### src/rtl/serial_subtractor.sv
// Bit-serial subtractor: computes a - b - bin one bit per cycle, LSB first,
// behind a start/done valid-ready handshake. Result and borrow-out hold after
// the consumer takes them until the next operation is accepted.
// Optional feature: define SERIAL_SUB_OVF_EN to add the signed-overflow output ovf.
module serial_subtractor #(
    parameter int unsigned WIDTH = 8
) (
    input  logic             clk,
    input  logic             rst,
    input  logic             start_valid,
    output logic             start_ready,
    input  logic [WIDTH-1:0] a,
    input  logic [WIDTH-1:0] b,
    input  logic             bin,
    output logic [WIDTH-1:0] diff,
    output logic             bout,
    output logic             done_valid,
    input  logic             done_ready,
    output logic             busy
`ifdef SERIAL_SUB_OVF_EN
    ,
    output logic             ovf
`endif
);

    localparam int unsigned CntW = $clog2(WIDTH + 1);

    typedef enum logic [1:0] {StIdle, StRun, StDone} state_e;

    state_e            state_q, state_d;
    logic [WIDTH-1:0]  a_q, a_d;
    logic [WIDTH-1:0]  b_q, b_d;
    logic [WIDTH-1:0]  diff_q, diff_d;
    logic [CntW-1:0]   cnt_q, cnt_d;
    logic              br_q, br_d;
    logic              bout_q, bout_d;
`ifdef SERIAL_SUB_OVF_EN
    logic              a_msb_q, a_msb_d;
    logic              b_msb_q, b_msb_d;
    logic              ovf_q, ovf_d;
`endif

    logic a_bit, b_bit, d_bit, br_next;

    // Full-subtractor cell on the current LSB of the operand shift registers.
    always_comb begin
        a_bit   = a_q[0];
        b_bit   = b_q[0];
        d_bit   = a_bit ^ b_bit ^ br_q;
        br_next = (~a_bit & b_bit) | (~(a_bit ^ b_bit) & br_q);
    end

    // Next-state logic: accept in idle, shift one bit per run cycle, wait for consumer in done.
    always_comb begin
        state_d = state_q;
        a_d     = a_q;
        b_d     = b_q;
        diff_d  = diff_q;
        cnt_d   = cnt_q;
        br_d    = br_q;
        bout_d  = bout_q;
`ifdef SERIAL_SUB_OVF_EN
        a_msb_d = a_msb_q;
        b_msb_d = b_msb_q;
        ovf_d   = ovf_q;
`endif
        unique case (state_q)
            StIdle: begin
                if (start_valid) begin
                    a_d     = a;
                    b_d     = b;
                    br_d    = bin;
                    cnt_d   = '0;
                    state_d = StRun;
`ifdef SERIAL_SUB_OVF_EN
                    a_msb_d = a[WIDTH-1];
                    b_msb_d = b[WIDTH-1];
`endif
                end
            end
            StRun: begin
                a_d               = a_q >> 1;
                b_d               = b_q >> 1;
                br_d              = br_next;
                // Result enters at the MSB so bit i lands in diff[i] after WIDTH shifts.
                diff_d            = diff_q >> 1;
                diff_d[WIDTH-1]   = d_bit;
                cnt_d             = cnt_q + 1'b1;
                if (cnt_q == CntW'(WIDTH - 1)) begin
                    state_d = StDone;
                    bout_d  = br_next;
`ifdef SERIAL_SUB_OVF_EN
                    // d_bit is the result MSB on the final cycle.
                    ovf_d   = (a_msb_q ^ b_msb_q) & (a_msb_q ^ d_bit);
`endif
                end
            end
            StDone: begin
                if (done_ready) begin
                    state_d = StIdle;
                end
            end
            default: state_d = StIdle;
        endcase
    end

    // State and datapath registers with asynchronous clear.
    always_ff @(posedge clk or posedge rst) begin
        if (rst) begin
            state_q <= StIdle;
            a_q     <= '0;
            b_q     <= '0;
            diff_q  <= '0;
            cnt_q   <= '0;
            br_q    <= 1'b0;
            bout_q  <= 1'b0;
`ifdef SERIAL_SUB_OVF_EN
            a_msb_q <= 1'b0;
            b_msb_q <= 1'b0;
            ovf_q   <= 1'b0;
`endif
        end else begin
            state_q <= state_d;
            a_q     <= a_d;
            b_q     <= b_d;
            diff_q  <= diff_d;
            cnt_q   <= cnt_d;
            br_q    <= br_d;
            bout_q  <= bout_d;
`ifdef SERIAL_SUB_OVF_EN
            a_msb_q <= a_msb_d;
            b_msb_q <= b_msb_d;
            ovf_q   <= ovf_d;
`endif
        end
    end

    // Handshake and status outputs decoded directly from state.
    always_comb begin
        start_ready = (state_q == StIdle);
        done_valid  = (state_q == StDone);
        busy        = (state_q == StRun);
        diff        = diff_q;
        bout        = bout_q;
`ifdef SERIAL_SUB_OVF_EN
        ovf         = ovf_q;
`endif
    end

endmodule

### config.mk
export PLATFORM = sky130hd
export DESIGN_NAME = serial_subtractor
export DESIGN_NICKNAME = d
export VERILOG_FILES = /design/src/rtl/serial_subtractor.sv
export SDC_FILE = /design/constraint.sdc
export NUM_CORES = 1
export LEC_CHECK = 0
export CORE_ASPECT_RATIO = 0.8
export CORE_MARGIN = 5
export CORE_UTILIZATION = 35
export DETAILED_ROUTE_END_ITERATION = 7
export PLACE_DENSITY_LB_ADDON = 0.05
export SKIP_LAST_GASP = 1
export SLEW_MARGIN = 20
export SYNTH_ARGS = -nofsm -noshare
export SYNTH_HDL_FRONTEND = slang
export SYNTH_SLANG_ARGS = --single-unit
### constraint.sdc
create_clock -name clk -period 1.59 [get_ports clk]
set_input_delay 0.318 -clock clk [delete_from_list [all_inputs] [get_ports clk]]
set_output_delay 0.318 -clock clk [all_outputs]
set_load 0.02 [all_outputs]
==> results.json <==
{
  "outcome": "finished, final reports clean",
  "cts_buffer_depth": 2,
  "dpl.hpwl_um": 2100,
  "drc_errors": 0,
  "skew_ns": 0.00705,
  "core_area_sq_mm": 0.00383,
  "initial_core_util_pct": 36.5,
  "critPathKind": "reg -> out",
  "end_kind": "primary output",
  "n_fill_cell": 353,
  "min_period_ns": 1.54,
  "rsz0062_at_grt": "no",
  "critPathBufInv": 1,
  "drv_cap": 0,
  "grtUsageTotal_pct": 12.8,
  "synth_ff_type": "dfrtp_1",
  "cts_root_buf": "clkbuf_8",
  "via_per_inst": 4.89,
  "synthTopCellsByArea": "dfrtp_1 (57%), mux2_2 (7.3%), a22oi_1 (7.0%)",
  "htreeDepth": 2,
  "worst_pin_slew_ns": 0.409,
  "row_count": 20,
  "peakVddDrop_mv": 0.847,
  "slew_headroom_pct": 72.7,
  "regArea_sq_um": 801,
  "hold_class": "in -> async",
  "nets": 185,
  "die_area_sq_mm": 0.00536,
  "num_vias": 1065,
  "critPathLaunchType": "flop",
  "yosysUniqueCellTypes": 25,
  "finalCritPeriodShare_pct": 96.8,
  "yosys_warnings": 0,
  "drive_gt1_share_pct": 17.8,
  "first_global_vias": 1115,
  "hold_viol": 0,
  "die_width_um": 80.7,
  "grt_busiest_layer": "met2",
  "mostFrequentLayoutCells": "dfrtp_1 (32), clkdlybuf4s50_1 (21), nand2_1 (14)",
  "wl_um": 3050,
  "fp.dieH_um": 66.5,
  "final_common_cell": "dfrtp_1",
  "power_density_mw_per_mm2": 1800,
  "clk_pin_slew_worst_paths_ns": 0.07,
  "worst_path_max_delay_cell": "clkdlybuf4s50_1",
  "seq_area_frac_synth_pct": 57.3,
  "crit_fanout": 2,
  "setup_viol": 0,
  "synth_edf_count": 0,
  "use_met1_pct": 17.2,
  "clk_latency_ns": 0.28,
  "use_met3_pct": 3.78,
  "wl_per_cell_um": 14.0,
  "drt_iter0_markers": 55,
  "netlist_area_sq_mm": 0.00140,
  "cts_buffers": 5,
  "antenna_found_initial": 0,
  "syn_avg_cell_area_sq_um": 11.5,
  "multi_input_area_sq_um": 524,
  "fmax_mhz": 650,
  "num_antenna_cells": 0,
  "clock_sinks": 32,
  "finalMaxSlewViolations": 0,
  "cp_top_family": "buffers and inverters",
  "use_met2_pct": 19.8,
  "place_congestion": 0.840,
  "setup_tns_ns": 0,
  "async_flop_share_pct": 100,
  "grt_overflow": 0,
  "dr.pass1.iters": 4,
  "syn-instance-count": 122,
  "portBuffers": 32,
  "whs_ns": 0.416,
  "cts_resized": 8,
  "path_cells": "clkdlybuf4s50_1",
  "synth_seq_cells": 32,
  "syn_nets": 145,
  "holdBufCountCts": 0,
  "cp_slowest_stage_delay_ns": 0.60,
  "ant_nets": 0,
  "syn_to_final_growth_pct": 35.6,
  "synth_top_area_share_pct": 57.3,
  "postCtsSetupRepairBufs": 0,
  "cts_tree": "done",
  "grt_pass1_wl_um": 5230,
  "leakagePower_nw": 0.863,
  "yosysTopAreaCell": "dfrtp_1",
  "grt_max_degree": 33,
  "worstPathRequired_ns": 1.27,
  "arrival_ns": 1.22,
  "io_pins": 33
}
[worst min-delay path: cells and delay by family]
family                 cells  cell delay [ns]
buffers and inverters      3             0.80
[sequential cells by signal, indices dropped and copies added, names as in the netlist]
register  count
br_q          1
b_q           8
state_q       2
cnt_q         4
a_q           8
bout          1
diff          8
[worst paths after layout]
path | startpoint | end | cells after the start | slack (ns)
setup / recovery | bout$_DFFE_PP0P_ | bout | 1 | 0.05
hold / removal | rst | a_q[7]$_DFFE_PP0P_ | 3 | 0.42
setup reg to reg | state_q[0]$_DFFE_PP0P_ | cnt_q[0]$_DFFE_PP0P_ | 4 | 0.23
hold reg to reg | a_q[4]$_DFFE_PP0P_ | a_q[4]$_DFFE_PP0P_ | 2 | 0.48
max in group asynchronous | rst | a_q[5]$_DFFE_PP0P_ | 3 | 0.88
min in group clk | a_q[4]$_DFFE_PP0P_ | a_q[4]$_DFFE_PP0P_ | 2 | 0.48
[power by group]
group	internal [mW]	switching, mW	leakage [nW]	total, mW
combinational	0.704	0.694	0.408	1.40
clock	0.345	0.300	0.0510	0.645
sequential	1.16	0.210	0.404	1.37
[routing by layer]
layer  vias to the layer above  wire, um  part of all wire [%]
met2                        20      1440                    47
met4                         0        16                  0.53
met5                         -         0                     0
met1                       525      1450                    48
met3                         2       142                   4.7
li1                        518         -                     -
[final cells by class]
cell class                      instances  share of cell area [%]
Multi-Input combinational cell         76                    27.7
Sequential cell                        32                    42.2
Clock buffer                            6                    4.36
Tap cell                               55                    3.63
Clock inverter                          2                   0.528
Inverter                                5                   0.990
Timing Repair Buffer                   42                    20.6
[stage by stage]
stage               setup WS, ns  std cells  area, sq um  util (%)  power [mW]
detailed placement        0.0139        210         1810      47.2        2.87
CTS                      -0.0186        218         1890      49.4        3.49
global placement          0.0161        210         1810      47.2        2.83
global route             0.00526        218         1900      49.5        3.67
floorplan                  0.345        122         1400         -        2.31
finish                    0.0515        218         1900      49.5        3.41
[cell usage after synthesis, types with 2 or more instances]
library cell  instances
dfrtp_1              32
nand2_1              14
a22oi_1              13
o21ai_0              13
mux2_2                9
inv_1                 5
a21oi_1               4
buf_2                 4
nor2b_1               4
a22o_1                3
a31oi_1               2
a32o_1                2
and3b_1               2
buf_4                 2
clkbuf_1              2
o22ai_1               2
[cell families (layout without fill, tap and decap cells)]
group,Yosys count,in the layout,share of synthesized area [%]
AND/OR/NAND/NOR,23,23,7.88
adder cells (fa/ha/maj),2,2,2.33
multiplexers,10,10,7.97
buffers and inverters,14,55,5.19
AO/OA/AOI/OAI,41,41,19.3
flip-flops,32,32,57.3
No activity file was read; power rests on OpenSTA's default activity.
